**src/rtl/instr_seq_pkg.sv**
```systemverilog
// Shared types and constants for the instruction sequencer.
// Opcodes, state encoding, PC source and ALU op codes.
package instr_seq_pkg;

   localparam logic [3:0] OP_BR   = 4'b0000;
   localparam logic [3:0] OP_ADD  = 4'b0001;
   localparam logic [3:0] OP_AND  = 4'b0101;
   localparam logic [3:0] OP_NOT  = 4'b1001;
   localparam logic [3:0] OP_JMP  = 4'b1100;
   localparam logic [3:0] OP_TRAP = 4'b1111;

   typedef enum logic [2:0] {
      S_IDLE   = 3'd0,
      S_FETCH  = 3'd1,
      S_DECODE = 3'd2,
      S_EXEC   = 3'd3,
      S_PCUPD  = 3'd4,
      S_HALT   = 3'd5
   } state_t;

   typedef enum logic [1:0] {
      PC_INC  = 2'b00,
      PC_OFF9 = 2'b01,
      PC_REG  = 2'b10,
      PC_HOLD = 2'b11
   } pc_sel_t;

   typedef enum logic [1:0] {
      ALU_ADD  = 2'b00,
      ALU_AND  = 2'b01,
      ALU_NOT  = 2'b10,
      ALU_PASS = 2'b11
   } alu_op_t;

   typedef enum logic [2:0] {
      C_NOP, C_ADD, C_AND, C_NOT,
      C_BR, C_JMP, C_TRAP
   } op_cls_t;

   typedef struct packed {
      op_cls_t    cls;
      alu_op_t    alu_op;
      logic [2:0] dr;
      logic [2:0] sr1;
      logic [2:0] sr2;
      logic       imm_sel;
      logic [4:0] imm5;
      logic [8:0] off9;
      logic [2:0] nzp;
   } dec_t;

   // nzp=111 is unconditional, nzp=000 never branches
   function automatic pc_sel_t pc_sel_f(
      op_cls_t    cls,
      logic [2:0] nzp,
      logic       taken
   );
      pc_sel_f = PC_INC;
      if (cls == C_JMP) begin
         pc_sel_f = PC_REG;
      end else if (cls == C_BR) begin
         if (nzp == 3'b111)
            pc_sel_f = PC_OFF9;
         else if (nzp != 3'b000 && taken)
            pc_sel_f = PC_OFF9;
      end
   endfunction

endpackage

```
**src/rtl/instr_seq_if.sv**
```systemverilog
// Instruction memory fetch bus.
// master = sequencer, slave = instruction memory.
interface instr_seq_if #(
   parameter int INSTR_W = 16
) ();
   logic [INSTR_W-1:0] instr_in;
   logic               instr_valid_in;
   logic               instr_req_out;

   modport master (
      output instr_req_out,
      input  instr_in,
      input  instr_valid_in
   );

   modport slave (
      input  instr_req_out,
      output instr_in,
      output instr_valid_in
   );
endinterface

```
**src/rtl/instr_seq_decode.sv**
```systemverilog
// Combinational instruction decoder.
// Maps the instruction register to fields and opcode class.
module instr_decode
   import instr_seq_pkg::*;
(
   input  logic [15:0] ir,
   output dec_t        dec
);

   logic [3:0] op;

   assign op = ir[15:12];

   always_comb begin
      dec        = '0;
      dec.cls    = C_NOP;
      dec.alu_op = ALU_PASS;
      unique case (1'b1)
         (op == OP_ADD): begin
            dec.cls     = C_ADD;
            dec.alu_op  = ALU_ADD;
            dec.dr      = ir[11:9];
            dec.sr1     = ir[8:6];
            dec.imm_sel = ir[5];
            dec.imm5    = ir[4:0];
            dec.sr2     = ir[2:0];
         end
         (op == OP_AND): begin
            dec.cls     = C_AND;
            dec.alu_op  = ALU_AND;
            dec.dr      = ir[11:9];
            dec.sr1     = ir[8:6];
            dec.imm_sel = ir[5];
            dec.imm5    = ir[4:0];
            dec.sr2     = ir[2:0];
         end
         (op == OP_NOT): begin
            dec.cls    = C_NOT;
            dec.alu_op = ALU_NOT;
            dec.dr     = ir[11:9];
            dec.sr1    = ir[8:6];
         end
         (op == OP_BR): begin
            dec.cls  = C_BR;
            dec.nzp  = ir[11:9];
            dec.off9 = ir[8:0];
         end
         (op == OP_JMP): begin
            dec.cls = C_JMP;
            dec.sr1 = ir[8:6];
         end
         (op == OP_TRAP): begin
            dec.cls = C_TRAP;
         end
         default: ;
      endcase
   end

endmodule

```
**src/rtl/instr_seq.sv**
```systemverilog
// Multi-cycle instruction sequencer:
// IDLE -> FETCH -> DECODE -> EXEC -> PCUPD -> FETCH/HALT.
module instr_seq
   import instr_seq_pkg::*;
#(
   parameter int INSTR_W = 16
) (
   input  logic       clka,
   input  logic       reset_in,
   instr_seq_if.master imem,
   input  logic       pc_ctl_0_in,
   output logic [1:0] pc_sel_out,
   output logic       pc_latch_out,
   output logic       we_reg_out,
   output logic       br_out,
   output logic       n_dec_out,
   output logic       z_dec_out,
   output logic       p_dec_out,
   output logic [1:0] alu_op_out,
   output logic [2:0] dr_out,
   output logic [2:0] sr1_out,
   output logic [2:0] sr2_out,
   output logic       imm_sel_out,
   output logic [4:0] imm5_out,
   output logic [8:0] offset9_out,
   output logic       halt_out,
   output logic [2:0] state_out
);

   state_t             state_q;
   state_t             state_d;
   logic [INSTR_W-1:0] ir_q;
   dec_t               dec;
   logic               fields_on;
   logic               br_on;

   instr_decode u_dec (
      .ir  (ir_q),
      .dec (dec)
   );

   always_ff @(posedge clka or negedge reset_in) begin
      if (!reset_in) begin
         state_q <= S_IDLE;
         ir_q    <= '0;
      end else begin
         state_q <= state_d;
         if (state_q == S_FETCH && imem.instr_valid_in)
            ir_q <= imem.instr_in;
      end
   end

   always_comb begin
      state_d = S_IDLE;
      unique case (state_q)
         S_IDLE:   state_d = S_FETCH;
         S_FETCH:  state_d = imem.instr_valid_in ? S_DECODE : S_FETCH;
         S_DECODE: state_d = S_EXEC;
         S_EXEC:   state_d = S_PCUPD;
         S_PCUPD:  state_d = (dec.cls == C_TRAP) ? S_HALT : S_FETCH;
         S_HALT:   state_d = S_HALT;
         default:  state_d = S_IDLE;
      endcase
   end

   // Decoded fields are only visible while an instruction is in flight
   assign fields_on = (state_q == S_DECODE) || (state_q == S_EXEC) ||
                      (state_q == S_PCUPD);
   assign br_on     = ((state_q == S_EXEC) || (state_q == S_PCUPD)) &&
                      (dec.cls == C_BR);

   always_comb begin
      imem.instr_req_out = 1'b0;
      pc_sel_out   = PC_HOLD;
      pc_latch_out = 1'b0;
      we_reg_out   = 1'b0;
      br_out       = 1'b0;
      n_dec_out    = 1'b0;
      z_dec_out    = 1'b0;
      p_dec_out    = 1'b0;
      alu_op_out   = 2'b00;
      dr_out       = 3'd0;
      sr1_out      = 3'd0;
      sr2_out      = 3'd0;
      imm_sel_out  = 1'b0;
      imm5_out     = 5'd0;
      offset9_out  = 9'd0;
      halt_out     = 1'b0;
      if (fields_on) begin
         alu_op_out  = dec.alu_op;
         dr_out      = dec.dr;
         sr1_out     = dec.sr1;
         sr2_out     = dec.sr2;
         imm_sel_out = dec.imm_sel;
         imm5_out    = dec.imm5;
         offset9_out = dec.off9;
      end
      if (br_on) begin
         br_out    = 1'b1;
         n_dec_out = dec.nzp[2];
         z_dec_out = dec.nzp[1];
         p_dec_out = dec.nzp[0];
      end
      unique case (state_q)
         S_FETCH: imem.instr_req_out = 1'b1;
         S_EXEC:  we_reg_out = (dec.cls == C_ADD) ||
                               (dec.cls == C_AND) ||
                               (dec.cls == C_NOT);
         S_PCUPD: begin
            pc_latch_out = 1'b1;
            pc_sel_out   = pc_sel_f(dec.cls, dec.nzp, pc_ctl_0_in);
         end
         S_HALT:  halt_out = 1'b1;
         default: ;
      endcase
   end

   assign state_out = state_q;

endmodule

```
**src/flat_wrapper.sv**
```systemverilog
// flat-port wrapper written by rule: the top's interface ports become plain ports
module instr_seq_flat import instr_seq_pkg::*;
#(
   parameter int INSTR_W = 16
)
  (clka, reset_in, pc_ctl_0_in, pc_sel_out, pc_latch_out, we_reg_out, br_out, n_dec_out, z_dec_out, p_dec_out, alu_op_out, dr_out, sr1_out, sr2_out, imm_sel_out, imm5_out, offset9_out, halt_out, state_out, imem_instr_req_out, imem_instr_in, imem_instr_valid_in);
  instr_seq_if #(.INSTR_W(INSTR_W)) imem_i ();
  input  logic clka;
  input  logic reset_in;
  input  logic pc_ctl_0_in;
  output logic [1:0] pc_sel_out;
  output logic pc_latch_out;
  output logic we_reg_out;
  output logic br_out;
  output logic n_dec_out;
  output logic z_dec_out;
  output logic p_dec_out;
  output logic [1:0] alu_op_out;
  output logic [2:0] dr_out;
  output logic [2:0] sr1_out;
  output logic [2:0] sr2_out;
  output logic imm_sel_out;
  output logic [4:0] imm5_out;
  output logic [8:0] offset9_out;
  output logic halt_out;
  output logic [2:0] state_out;
  output wire logic [$bits(imem_i.instr_req_out)-1:0] imem_instr_req_out;
  input wire logic [$bits(imem_i.instr_in)-1:0] imem_instr_in;
  input wire logic [$bits(imem_i.instr_valid_in)-1:0] imem_instr_valid_in;
  assign imem_instr_req_out = imem_i.instr_req_out;
  assign imem_i.instr_in = imem_instr_in;
  assign imem_i.instr_valid_in = imem_instr_valid_in;
  instr_seq #(.INSTR_W(INSTR_W)) u_core (.clka(clka), .reset_in(reset_in), .imem(imem_i), .pc_ctl_0_in(pc_ctl_0_in), .pc_sel_out(pc_sel_out), .pc_latch_out(pc_latch_out), .we_reg_out(we_reg_out), .br_out(br_out), .n_dec_out(n_dec_out), .z_dec_out(z_dec_out), .p_dec_out(p_dec_out), .alu_op_out(alu_op_out), .dr_out(dr_out), .sr1_out(sr1_out), .sr2_out(sr2_out), .imm_sel_out(imm_sel_out), .imm5_out(imm5_out), .offset9_out(offset9_out), .halt_out(halt_out), .state_out(state_out));
endmodule
```
**config.mk**
```make
export PLATFORM = sky130hd
export DESIGN_NAME = instr_seq_flat
export DESIGN_NICKNAME = d
export VERILOG_FILES = /design/src/rtl/instr_seq_pkg.sv /design/src/rtl/instr_seq_if.sv /design/src/rtl/instr_seq_decode.sv /design/src/rtl/instr_seq.sv /design/src/flat_wrapper.sv
export SDC_FILE = /design/constraint.sdc
export NUM_CORES = 1
export LEC_CHECK = 0
export CAP_MARGIN = 20
export CORE_MARGIN = 5
export CORE_UTILIZATION = 24
export DETAILED_ROUTE_END_ITERATION = 16
export PLACE_DENSITY = 0.58
export SYNTH_ARGS = -nofsm -noshare
export SYNTH_HDL_FRONTEND = slang
export SYNTH_SLANG_ARGS = --single-unit
```
**constraint.sdc**
```tcl
create_clock -name clka -period 2.26 [get_ports clka]
set_clock_uncertainty 0.05 [all_clocks]
set_input_delay 0.339 -clock clka [delete_from_list [all_inputs] [get_ports clka]]
set_output_delay 0.339 -clock clka [all_outputs]
set_load 0.01 [all_outputs]
```
# Word-level counts from Yosys, hierarchy flattened
# Index checks and enable logic that the tools add are counted.
dict set report totals {
  register_bits 19
  out_inout_bits 39
  wordCells 60
}
dict set report op_classes {
  eq_ne 17
  mux 28
  n_reduce_logical 13
}
# operator count
set ops {}
lappend ops {{case mux 3 bit (6 select lines)} 2}
lappend ops {{== test 3 bit (second input constant)} 6}
lappend ops {{2-to-1 mux 9 bit} 2}
lappend ops {{2-to-1 mux 3 bit} 5}
lappend ops {{case mux 5 bit (3 select lines)} 1}
lappend ops {{== test 3 x 2 -> 1 bit (second input constant)} 4}
lappend ops {{== test 4 bit (second input constant)} 3}
lappend ops {{2-to-1 mux 12 bit} 1}
lappend ops {{2-to-1 mux 2 bit} 6}
lappend ops {{2-to-1 mux 1 bit} 10}
lappend ops {{== test 3 x 1 -> 1 bit (second input constant)} 2}
lappend ops {{logical OR 1 bit} 5}
lappend ops {{2-to-1 mux 5 bit} 1}
lappend ops {{== test 4 x 1 -> 1 bit (second input constant)} 1}
lappend ops {{== test 4 x 3 -> 1 bit (second input constant)} 1}
lappend ops {{zero test 4 bit} 1}
lappend ops {{OR reduction 4 bit} 1}
lappend ops {{logical AND 1 bit} 3}
lappend ops {{zero test 3 bit} 1}
lappend ops {{nonzero test 3 bit} 1}
lappend ops {{OR reduction 2 bit} 1}

# Logic depth before layout (Yosys ltp)
# Gate-level depths: netlist of the first run.
dict set report depth {
  word_depth 9
  depth_mapped 5
  depth_no_buf 3
}

# Cells and area by module
# A second synthesis of the first run with hierarchy kept.
dict set report hier_totals {
  hier_cells 144
  hier_area_um2 1525.2
}
# mod n_inst cells_each area_each_um2
set modules_own_cells {}
lappend modules_own_cells {instr_seq 1 95 1182.4}
lappend modules_own_cells {instr_decode 1 49 342.8}

# Worst setup path before layout of the first run
# No wires, ideal clock.
dict set report synth_path {
  kind {reg2out}
  startpoint {register u_core.state_q[1] (netlist: u_core.state_out[1])}
  endpoint {output port sr1_out[0]}
  t_arrival_ps 1614
  setup_slack_ps 257
  stages_incl_launch_ff 5
  path_buffers 1
  cell_sequence {dfrtp_1 > or3b_1 > buf_2 > and2_4 > nor4b_1}
}
dict set report synth_between {
  elab_chain_cells 4
  word_cells_on_any_way 6
  cone_classes {3 x eq/ne; 1 x mux; 2 x reduce/logical}
}
# element line
set synth_rtl {}
lappend synth_rtl {{start, declared} instr_seq.sv:30} ;# state_t state_q;
lappend synth_rtl {{start signal, assigned} instr_seq.sv:47} ;# state_q <= state_d;
lappend synth_rtl {{== test 3 x 2 -> 1 bit} instr_seq.sv:67} ;# assign fields_on = (state_q == S_DECODE) || (state_q == S_EXEC) ||
lappend synth_rtl {{logical OR 1 bit} instr_seq.sv:67}
lappend synth_rtl {{logical OR 1 bit (*)} instr_seq.sv:67}
lappend synth_rtl {{2-to-1 mux 3 bit (*)} instr_seq.sv:89} ;# if (fields_on) begin
lappend synth_rtl {{end, declared} flat_wrapper.sv:20} ;# output logic [2:0] sr1_out;
# Every way passes the cells marked *; elsewhere a longest branch is shown, timed or not.

# Worst setup path in the final report of the first run
dict set report layout_path {
  startpoint {register u_core.ir_q[12]}
  endpoint {output port offset9_out[0]}
}
dict set report layout_between {
  elab_chain_cells 3
}
# element line
set layout_rtl {}
lappend layout_rtl {{start, declared} instr_seq.sv:32} ;# logic [INSTR_W-1:0] ir_q;
lappend layout_rtl {{start signal, assigned} instr_seq.sv:49} ;# ir_q <= imem.instr_in;
lappend layout_rtl {{zero test 4 bit} instr_seq_decode.sv:43} ;# (op == OP_BR): begin
lappend layout_rtl {{2-to-1 mux 12 bit} instr_seq_decode.sv:18} ;# unique case (1'b1)
lappend layout_rtl {{2-to-1 mux 9 bit} instr_seq.sv:89}
lappend layout_rtl {{end, declared} flat_wrapper.sv:24} ;# output logic [8:0] offset9_out;
# No other way between the ends.

==> results.toml, run 1 <==
[timing]
rsz0062_at_grt = "yes"
fin_ws_ns = -0.0293
setup_viol = 9
timing.hold.ws_ns = 0.370
worst_pin_slew_ns = 0.308
period_needed_ns = 2.29
finalHoldViolCount = 0
finalMaxSlewViolations = 0
period_share_pct = 101
finalSetupTns_ns = -0.161
relSlewSlack_pct = 79.4
fmax_mhz = 437

[power_and_ir_drop]
p_leak_nw = 0.911
power_density_mw_per_mm2 = 1030
ir_drop_uv = 323

[die]
ios = 59
die_area_mm2 = 0.00597
die_h_um = 77.3
die_x_um = 77.3
fp.coreArea_mm2 = 0.00438
rows = 24
start_util_pct = 24.8

[detailed_routing]
viasPerCell = 4.56
post_drt_wl_per_cell_um = 15.1
vias = 1030
drtIter0Drc = 32
wirelength_mm = 3.41
met1Wirelength_mm = 1.41
drt_first_pass_iters = 4
top_layer_used = "met4"
met2_length_mm = 1.70
drc = 0
final_antenna_net_count = 0
dr_wl_met3_um = 258

[logic_synthesis]
syn_inst = 100
async_flop_share_pct = 100
syn_area_mm2 = 0.00109
ys_top_cells_by_area = "dfrtp_1 44%, mux2_2 12%, and2_1 11%"
yosysTopAreaCellShare_pct = 43.8
yosysSeqAreaShare_pct = 43.8
synth_flop_cell = "dfrtp_1"
postSynthAreaPerCell_um2 = 10.9
yosys-top-cells-count = "19 x and2_1, 19 x dfrtp_1, 12 x mux2_2"
synth_top_cell_by_area = "dfrtp_1"
yosys_warnings = 0
synth_edf_count = 0
yosys_register_bits = 19
synth_nets = 120
yosysUniqueCellTypes = 31

[min_path]
hold_path.class = "primary input to async pin"

[setup_path]
r2r_end = "u_core.ir_q[1]"
crit_chain = "or4_4 -> buf_6 -> a21oi_4 -> buf_6 -> and2_4 -> buf_6"
required_ns = 1.87
end_kind = "output pin"
r2r_cells = 5
crit_slowest_cell = "or4_4"
reg2reg_slack_ns = 0.51
worstPathArrival_ns = 1.90
worst-setup-path-type = "flop to output pin"
crit_fanout = 6
cpMostUsedCell = "buf_6"
crit-reg2reg-launch = "u_core.state_out[1]"
slowest_delay_ns = 0.58
start_kind = "flop"

[cells_and_area]
instances_no_fill = 226
nets = 195
diodes = 0
drive_gt1_share_pct = 42.5
fillers = 426
multiInputGateArea_um2 = 632
area_delta_synth_final_pct = 78.5
register_area_um2 = 475

[clocking]
root_buffer = "clkbuf_8"
clock-sinks = 19
cts_buffers = 3
cts_buffer_depth = 2
hold_buffers = 0
path_clk_slew_ns = 0.07
cts_tree = "done"
htreeDepth = 1
clkLatencyLatePin_ns = 0.26

[grt]
grt_pass1_vias = 1203
overflow = 0
grt_max_degree = 20
antenna_found_initial = 0
grt_usage_pct = 11.6
grt_pass1_wl_mm = 5.66

[place]
place_inst = 219
finalWeightedCongestion = 0.779
detailedPlace.worstSlack_ns = -0.101
hpwl_mm = 2.63
port_buffers = 58

[outcome]
violations = "negative setup slack"
status = "finished, violations left"

[run]
maxCapViolCount = 0
[report_power, final]
part           switching [mW]  internal (mW)
logic                   0.505          0.622
clock network           0.116          0.123
registers               0.127          0.512
[worst max-delay path by stage]
stage                   startpoint             end  slack (ns)  cells after the start
3_3_place_gp       u_core.ir_q[12]  offset9_out[1]       -0.09                      5
6_report           u_core.ir_q[12]  offset9_out[0]       -0.03                      6
3_5_place_dp       u_core.ir_q[12]  offset9_out[2]       -0.10                      5
4_1_cts            u_core.ir_q[13]  offset9_out[0]       -0.02                      6
5_1_grt            u_core.ir_q[12]  offset9_out[0]       -0.10                      6
2_1_floorplan  u_core.state_out[1]      sr1_out[0]        0.26                      4
[metal layers]
| metal | GRT usage [%] | vias up |
|---|---|---|
| li1 | - | 493 |
| met1 | 13.3 | 493 |
| met2 | 20.0 | 40 |
| met3 | 3.51 | 4 |
| met4 | 4.64 | 0 |
| met5 | 0 | - |
[registers in the layout, summed over array words and instances, names as in the netlist]
| name | flops |
|---|---|
| u_core.ir_q | 16 |
| u_core.state_out | 3 |
[area by class of cell]
cell class	count	area share, %
flip-flops and latches	19	24.5
clock buffers	3	2.13
multi-input cells	74	32.6
clock inverters	1	0.258
repair buffers	76	36.9
well taps	52	3.36
inverters	1	0.194
[worst max-delay path: cells and delay by family, from the launching register on]
family | cells | cell delay [ns]
buffers and inverters | 3 | 0.39
and+or+nand+nor | 2 | 0.72
DFF | 1 | 0.39
AOI/OAI and AO/OA | 1 | 0.15
[cell usage in the layout, fill, tap and decap left out, types with 4 or more instances in the layout]
cell and n:
and2_4 13, and2_1 7, buf_6 19, nor2_1 5, dfrtp_1 19, dlygate4sd2_1 13
clkbuf_2 4, buf_4 14, mux2_2 12, clkdlybuf4s50_1 24, mux2_1 5
[stage by stage]
| step | util, % | power (mW) | instance area, µm² |
|---|---|---|---|
| 2_1_floorplan | - | 1.18 | 1090 |
| 3_3_place_gp | 41.0 | 1.68 | 1800 |
| 3_5_place_dp | 41.0 | 1.72 | 1800 |
| 4_1_cts | 41.6 | 1.97 | 1820 |
| 5_1_grt | 44.2 | 2.15 | 1940 |
| 6_report | 44.2 | 2.00 | 1940 |
[logic make-up after synthesis]
logic type	count (synthesis)	share of synthesized area, %
simple gates	44	25.5
flops	19	43.8
mux	17	17.6
compound gates	12	7.72
buf+inv	7	4.61
xor+xnor	1	0.807
[timing repair]
action / in CTS / in global routing
gates resized for setup: 90 / 38
pin swaps: 6 / 4
buffers inserted: 3 / 0
setup endpoints to repair: 34 / 21
Power figures use the tool's default switching activity.
==> inputs of run 2 (changes only) <==
--- a/config.mk
+++ b/config.mk
@@ -5,7 +5,6 @@
 export SDC_FILE = /design/constraint.sdc
 export NUM_CORES = 1
 export LEC_CHECK = 0
-export CAP_MARGIN = 20
 export CORE_MARGIN = 5
 export CORE_UTILIZATION = 24
 export DETAILED_ROUTE_END_ITERATION = 16
==> results of run 2 <==
Same layout as run 1: the final DEF is identical, and so are final timing and power.
==> patch (settings of run 2) <==
Put a register stage on the output `halt_out`, cleared by the reset. The value now appears one clock later. The other outputs are not delayed to match.
--- a/src/rtl/instr_seq.sv
+++ b/src/rtl/instr_seq.sv
@@ -26,6 +26,8 @@
    output logic       halt_out,
    output logic [2:0] state_out
 );
+
+   logic halt_d;
 
    state_t             state_q;
    state_t             state_d;
@@ -85,7 +87,7 @@
       imm_sel_out  = 1'b0;
       imm5_out     = 5'd0;
       offset9_out  = 9'd0;
-      halt_out     = 1'b0;
+      halt_d       = 1'b0;
       if (fields_on) begin
          alu_op_out  = dec.alu_op;
          dr_out      = dec.dr;
@@ -110,12 +112,20 @@
             pc_latch_out = 1'b1;
             pc_sel_out   = pc_sel_f(dec.cls, dec.nzp, pc_ctl_0_in);
          end
-         S_HALT:  halt_out = 1'b1;
+         S_HALT:  halt_d = 1'b1;
          default: ;
       endcase
    end
 
    assign state_out = state_q;
 
+   always_ff @(posedge clka or negedge reset_in) begin
+      if (!reset_in) begin
+         halt_out <= '0;
+      end else begin
+         halt_out <= halt_d;
+      end
+   end
+
 endmodule
 
Formal check against the unedited RTL: not equivalent (Yosys sat finds a counterexample within 10 cycles, from zero or initial values and one cycle with reset_in low).
==> patch against run 2 <==
Setup slack improved by 0.058 ns; design area down 5.2%; power is 1.6% lower; die area is 3.5% higher; register-to-register slack improved by 0.11 ns; sequential cell count grew 1; wire length decreased by 2.1%; area after synthesis up 4.0%; via count increased by 0.49%; non-clock buffer count stayed put; sequential power is essentially flat; critical path type unchanged; largest cell class unchanged; largest power group unchanged.
==> patch: results <==
set metrics [dict create \
    synth_area_leaders "dfrtp_1 44%, mux2_2 11%, and2_1 10%" \
    drt_iter0_drc 23 \
    leakagePower_uw 0.0008759 \
    r2r_end "u_core.ir_q[13]" \
    post-route-min-period_ns 2.231 \
    synth_cell_types 33 \
    via_per_inst 4.520 \
    dp_slack_ns -0.08981 \
    slowest_stage "or3b_4" \
    cts.repair.resized 56 \
    r2r_slack_ns 0.62 \
    status "completed" \
    fillerInstances 465 \
    grtUsageTotal_pct 11.25 \
    relSlewSlack_pct 81.37 \
    cts_setup_buffers 1 \
    grt_max_degree 21 \
    layout-drive-gt1-share_pct 38.86 \
    grt_pass1_wl_mm 5.340 \
    synthCells 103 \
    path_max_fanout 5 \
    p_int_uw 1238 \
    worstReg2RegStart "u_core.state_out[0]" \
    die-width_um 78.61 \
    synthesis.nets 123 \
    ir_drop_uv 385.1 \
    p_sw_uw 735.4 \
]
-- patch: cells by family after synthesis --
| family | Yosys count | synth area share (%) |
|---|---|---|
| DFF | 20 | 44.30 |
| xor gates and xnor gates | 1 | 0.7753 |
| AOI/OAI and AO/OA | 13 | 7.864 |
| muxes | 16 | 15.95 |
| buffers and inverters | 9 | 5.426 |
| and+or+nand+nor | 44 | 25.69 |
-- patch: layout make-up --
| class | instances | area (sq um) | area share [%] |
|---|---|---|---|
| Multi-Input combinational cell | 74 | 606.8 | 33.04 |
| Timing Repair Buffer | 76 | 613.1 | 33.38 |
| Inverter | 2 | 7.507 | 0.4087 |
| Tap cell | 54 | 67.56 | 3.678 |
| Clock buffer | 3 | 41.29 | 2.248 |
| Sequential cell | 20 | 500.5 | 27.25 |
-- patch: metal layers --
layer | vias to the layer above | track usage (%) | wire length (um)
met3 | 4 | 2.752 | 244
met1 | 489 | 12.13 | 1394
met5 | - | 0 | 0
met4 | 0 | 5.245 | 59
met2 | 39 | 20.46 | 1636
li1 | 503 | - | -
